File: src/rtl/switch_debouncer.sv
// switch_debouncer: synchronise, debounce and queue change events for N raw switch contacts
// Ports: clock, reset (async, active-high); SW raw contacts; STATE debounced levels;
//   RISE/FALL one-cycle strobes on STATE edges; EVENT_VALID/READY/INDEX/LEVEL change-event stream;
//   OVERRUN sticky flag set when an unconsumed event for a channel is overwritten.
module switch_debouncer #(
  parameter int N = 6,
  parameter int STABLE_CYCLES = 50000,
  parameter int CNT_W = $clog2(STABLE_CYCLES + 1)
) (
  input  logic         clock,
  input  logic         reset,
  input  logic [N-1:0] SW,
  output logic [N-1:0] STATE,
  output logic [N-1:0] RISE,
  output logic [N-1:0] FALL,
  output logic         EVENT_VALID,
  input  logic         EVENT_READY,
  output logic [3:0]   EVENT_INDEX,
  output logic         EVENT_LEVEL,
  output logic         OVERRUN
);
  logic [N-1:0] s1, s2, pending, plevel, accept, load;
  logic [CNT_W-1:0] cnt [N];
  logic free, sel_level;
  logic [3:0] sel;
  assign free = !EVENT_VALID || EVENT_READY;
  // lowest-numbered pending channel wins; downward scan leaves the lowest index last
  always_comb begin
    sel = '0;
    sel_level = 1'b0;
    accept = '0;
    for (int i = N - 1; i >= 0; i--) if (pending[i]) begin
      sel = 4'(i);
      sel_level = plevel[i];
    end
    for (int i = 0; i < N; i++) accept[i] = s2[i] != STATE[i] && cnt[i] == CNT_W'(STABLE_CYCLES - 1);
    load = (free && |pending) ? N'(1) << sel : '0;
  end
  always_ff @(posedge clock or posedge reset)
    if (reset) begin
      s1 <= '0;
      s2 <= '0;
      STATE <= '0;
      RISE <= '0;
      FALL <= '0;
      pending <= '0;
      plevel <= '0;
      OVERRUN <= 1'b0;
      EVENT_VALID <= 1'b0;
      EVENT_INDEX <= '0;
      EVENT_LEVEL <= 1'b0;
      for (int i = 0; i < N; i++) cnt[i] <= '0;
    end else begin
      s1 <= SW;
      s2 <= s1;
      for (int i = 0; i < N; i++) cnt[i] <= (s2[i] == STATE[i] || accept[i]) ? '0 : cnt[i] + CNT_W'(1);
      STATE <= STATE ^ accept;
      RISE <= accept & s2;
      FALL <= accept & ~s2;
      // a fresh change beats the load of the same channel: the old level goes out, the new one stays pending
      pending <= (pending & ~load) | accept;
      plevel <= (plevel & ~accept) | (s2 & accept);
      OVERRUN <= OVERRUN | |(accept & pending & ~load);
      if (free) begin
        EVENT_VALID <= |pending;
        if (|pending) begin
          EVENT_INDEX <= sel;
          EVENT_LEVEL <= sel_level;
        end
      end
    end
endmodule

File: config.mk
export PLATFORM = sky130hd
export DESIGN_NAME = switch_debouncer
export DESIGN_NICKNAME = d
export VERILOG_FILES = /design/src/rtl/switch_debouncer.sv
export SDC_FILE = /design/constraint.sdc
export NUM_CORES = 1
export LEC_CHECK = 0
export CORE_ASPECT_RATIO = 0.6
export CORE_MARGIN = 10
export CORE_UTILIZATION = 24
export CTS_BUF_LIST = sky130_fd_sc_hd__clkbuf_2
export DETAILED_ROUTE_END_ITERATION = 8
export SYNTH_ARGS = -nofsm -noshare
export SYNTH_HDL_FRONTEND = slang
export SYNTH_SLANG_ARGS = --single-unit
File: constraint.sdc
create_clock -name clock -period 6.98 [get_ports clock]
set_clock_uncertainty 0.15 [all_clocks]
set_input_delay 1.396 -clock clock [delete_from_list [all_inputs] [get_ports clock]]
set_output_delay 1.396 -clock clock [all_outputs]
set_load 0.1 [all_outputs]
=== Yosys cells after proc, flatten, opt, wreduce, memory -nomap -nowiden ===
Cells that the tools add are included.

* Shift-type cells: 1
* Divide/modulo/power cells: 0
* Eq/ne operators: 18
* Mux-type cells: 19
* Bitwise operators: 13
* Multiply operators: 0
* Add/subtract/negate cells: 6
* Reductions and logical operators: 18
* Order comparisons: 0

{| class="wikitable"
|+ Operators by type and width
! cell !! number
|-
| 16-bit by 1-bit adder with 16-bit output, second input constant || 6
|-
| 16-bit == test, second input constant || 6
|-
| 16-bit two-way mux || 6
|-
| 6-bit AND || 6
|-
| 4-bit two-way mux || 5
|-
| 6-bit inverter || 3
|-
| 6-bit bitwise OR || 2
|-
| 6-bit OR reduction || 2
|-
| 1-bit logical AND || 7
|-
| 1-bit logical OR || 7
|-
| 1-bit == test || 6
|-
| 1-bit two-way mux || 6
|-
| 6-bit two-way mux || 1
|-
| 1-bit inequality test || 6
|-
| 1-bit by 4-bit << shifter with 6-bit output, first input constant || 1
|-
| 6-bit XOR || 1
|-
| 3-bit two-way mux || 1
|-
| 2-bit AND reduction || 1
|-
| 1-bit zero test || 1
|-
| 1-bit bitwise OR || 1
|}

* Bits in read-only memories: 0
* Memory bits (writable): 0
* Bits of input ports: 9
* Bits in registers: 145
* Output and inout port bits: 25
* Bits in latches: 0
* Memories kept: 0

=== Logic depth before layout (Yosys ltp) ===
* Word-level depth: 12
* Gate-level depth with buffers: 9

=== Least setup slack after synthesis ===
OpenSTA, ideal clock, no wires.

* Path type: register to output
* Start point: register (tool-made name)
* End point: output STATE[3]
* Arrival time: 0.987 ns
* Slack: 4.447 ns
* Required time: 5.434 ns
* Cell stages (with the launch flop): 1
* Cell sequence: dfrtp_1

{| class="wikitable"
|+ RTL lines
! element !! RTL line !! source
|-
| end: declaration || 13 || <nowiki>output logic [N-1:0] STATE,</nowiki>
|}

==> flow_summary.json <==
{
  "status": "finished, final reports clean",
  "yosys.area.top_type": "dfrtp_1",
  "async_flop_share_pct": 100,
  "wl_per_cell_um": 13.2,
  "hold_violations": 0,
  "r2r_slack_ps": 4540,
  "fin_ws_ps": 2960,
  "ys_types": 39,
  "p_sw_w": 0.000406,
  "dieArea_sq_mm": 0.0336,
  "ys_seq_elements": 144,
  "fp.dieH_um": 146,
  "cp-end-kind": "output pin",
  "viasPerCell": 4.24,
  "p_sw_share_pct": 28.7,
  "layout_min_cycle_time_ps": 4020,
  "rows": 46,
  "critical-path-max-stage-delay_ps": 1190,
  "crit_chain": "clkdlybuf4s50_1",
  "final_nets": 667,
  "cts_setup_buffers": 0,
  "path_depth": 1,
  "drv_cap": 0,
  "drt_iter0_drc": 311,
  "grt_remaining_overflow": 0,
  "area_growth_pct": 14.4,
  "cp_top_family": "buffers and inverters",
  "hold_class": "reg2reg",
  "endpoint": "STATE[3]",
  "htreeDepth": 4,
  "powerDensity_mw_per_mm2": 194,
  "p_int_w": 0.00101,
  "avgSynthCellArea_sq_um": 10.4,
  "cp.required_ps": 5430,
  "p_leak_nw": 3.16,
  "grt_start_max_net_pins": 109,
  "synth-edff-count": 0,
  "ctsHoldBuffers": 0,
  "p_clk_share_pct": 30.3,
  "io_pins": 34,
  "rr_worst_depth": 4,
  "ys.flop_type": "dfrtp_1",
  "crit_arrival_ps": 2470,
  "firstDrtPassIters": 5,
  "synthDominantCellAreaShare_pct": 56.7,
  "syn_area_sq_mm": 0.00636,
  "path_clk_slew_ps": 190,
  "antenna_found_initial": 0,
  "slew_headroom_pct": 31.9,
  "drc": 0,
  "timing.fmax_mhz": 249,
  "path_class": "reg2out",
  "tightest_slew_ps": 1020,
  "irDropWorstVdd_uv": 95.4,
  "routed_wl_um": 13500,
  "place_hpwl_um": 9560,
  "initial_core_util_pct": 24.2,
  "cts-resized-gates": 0,
  "postRouteAntennaNets": 0,
  "cts_made_buffers": 17,
  "grt_pass1_wl_um": 22900,
  "synth_nets": 629,
  "dpl_worst_slack_ps": 3610,
  "cts_tree": "built",
  "seqPwrFrac_pct": 61.5,
  "layout_common_cells": "dfrtp_1, nor2_1, nand2_1, xor2_1, xnor2_1",
  "clk_latency_ps": 760,
  "cts_num_sinks": 144,
  "die_w_um": 230,
  "place.gp.congestion": 0.792,
  "clk_path_buf_depth": 2,
  "dr_total_vias": 4351,
  "root_buffer": "clkbuf_2",
  "fin_hold_ws_ps": 211,
  "critPathLaunchType": "flip-flop",
  "r2r-start": "cnt[10]$_DFF_PP0_",
  "cp_max_fo": 7,
  "portBuffers": 32,
  "period_share_pct": 57.5,
  "grtUsageTotal_pct": 8.54,
  "rr_endpoint": "cnt[7]$_DFF_PP0_",
  "fin_setup_tns_ps": 0,
  "setup-violations-final": 0,
  "coreArea_sq_mm": 0.0262,
  "antenna_cells": 0,
  "critPathBufInv": 1,
  "seq_area_frac_synth_pct": 56.7,
  "synthTopCellsByArea": "dfrtp_1, nor2_1, xor2_1",
  "rsz0062_at_grt": "false",
  "yosysWarnings": 0,
  "grt_pass1_vias": 4240,
  "mostFrequentLayoutCell": "dfrtp_1",
  "crit_path_top_delay_cell": "clkdlybuf4s50_1",
  "syn-instance-count": 614,
  "layout-drive-gt1-share_pct": 5.71,
  "drv_slew": 0,
  "comb_power_share_pct": 8.1
}
## final cells by class
| cell class | instances | area [sq um] |
|---|---|---|
| inverter | 16 | 65.1 |
| sequential | 144 | 3600 |
| timing repair buffer | 33 | 328 |
| clock buffer | 20 | 100 |
| clock inverter | 12 | 95.1 |
| tap | 360 | 450 |
| multi-input combinational | 440 | 2630 |
| fill | 2774 | 19000 |
## how the worst min path moves through the flow
stage / slack (ps) / startpoint / endpoint / depth (start not counted)
final: 210 / s1[1]$_DFF_PP0_ / s2[1]$_DFF_PP0_ / 0
after global routing: 220 / s1[1]$_DFF_PP0_ / s2[1]$_DFF_PP0_ / 0
after CTS: 210 / s1[1]$_DFF_PP0_ / s2[1]$_DFF_PP0_ / 0
after detailed placement: 190 / s1[4]$_DFF_PP0_ / s2[4]$_DFF_PP0_ / 0
after global placement: 180 / s1[1]$_DFF_PP0_ / s2[1]$_DFF_PP0_ / 0
after floorplan: 180 / s1[0]$_DFF_PP0_ / s2[0]$_DFF_PP0_ / 0
## registers in the layout, indices dropped and copies added (netlist names), named ones only
signal / count
EVENT_INDEX: 3
EVENT_LEVEL: 1
EVENT_VALID: 1
FALL: 6
OVERRUN: 1
RISE: 6
cnt: 96
pending: 6
s1: 6
s2: 6
## Yosys cell counts (all sizes together) (2+ instances only)
cell type  count
nor2b          4
nor4bb         5
or3            7
and2           4
xor2          46
o21ai         18
nor4b          7
o21bai         2
and3          21
and4b          2
nor3          11
buf            4
a22o           2
nand2b         5
nor4           2
xnor2         40
nand3         28
dfrtp        144
nor3b          5
inv           16
nand2         49
a21oi         12
a221oi         2
clkbuf        10
and4           9
nand4         22
o31ai          2
nor2         117
o2111ai        2
and3b          2
mux2           3
ha             6
## per-stage QoR
stage / area [sq um] / utilization, % / instances / total power [W]
final: 7270 / 27.7 / 1025 / 0.00141
after global routing: 7270 / 27.7 / 1025 / 0.00149
after CTS: 7270 / 27.7 / 1025 / 0.00144
after detailed placement: 7080 / 27.0 / 993 / 0.00100
after global placement: 7080 / 27.0 / 993 / 0.000999
after floorplan: 6360 / - / 614 / 0.000965
## layer usage
layer / routed length, um / up-vias / GRT usage [%]
met5: 0 / - / 0
met4: 165 / 0 / 3.14
met3: 775 / 13 / 2.83
met2: 5270 / 89 / 10.7
met1: 7300 / 2084 / 12.9
li1: - / 2165 / -
## power by group through the flow
stage | Clock [W] | Combinational [W] | Sequential [W]
after global routing | 0.000488 | 0.000125 | 0.000872
after CTS | 0.000457 | 0.000118 | 0.000869
after detailed placement | 0 | 0.000118 | 0.000883
after floorplan | 0 | 0.0000417 | 0.000923
after global placement | 0 | 0.000117 | 0.000883
final | 0.000428 | 0.000115 | 0.000869
## logic make-up after synthesis
family	share of synthesized area, %
and+or+nand+nor	24.0
DFF	56.7
xor gates and xnor gates	11.8
AOI/OAI and AO/OA	3.80
buffers and inverters	1.97
adders and majority gates	1.18
muxes	0.531
other	0.0590
(Power assumes the default switching activity.)
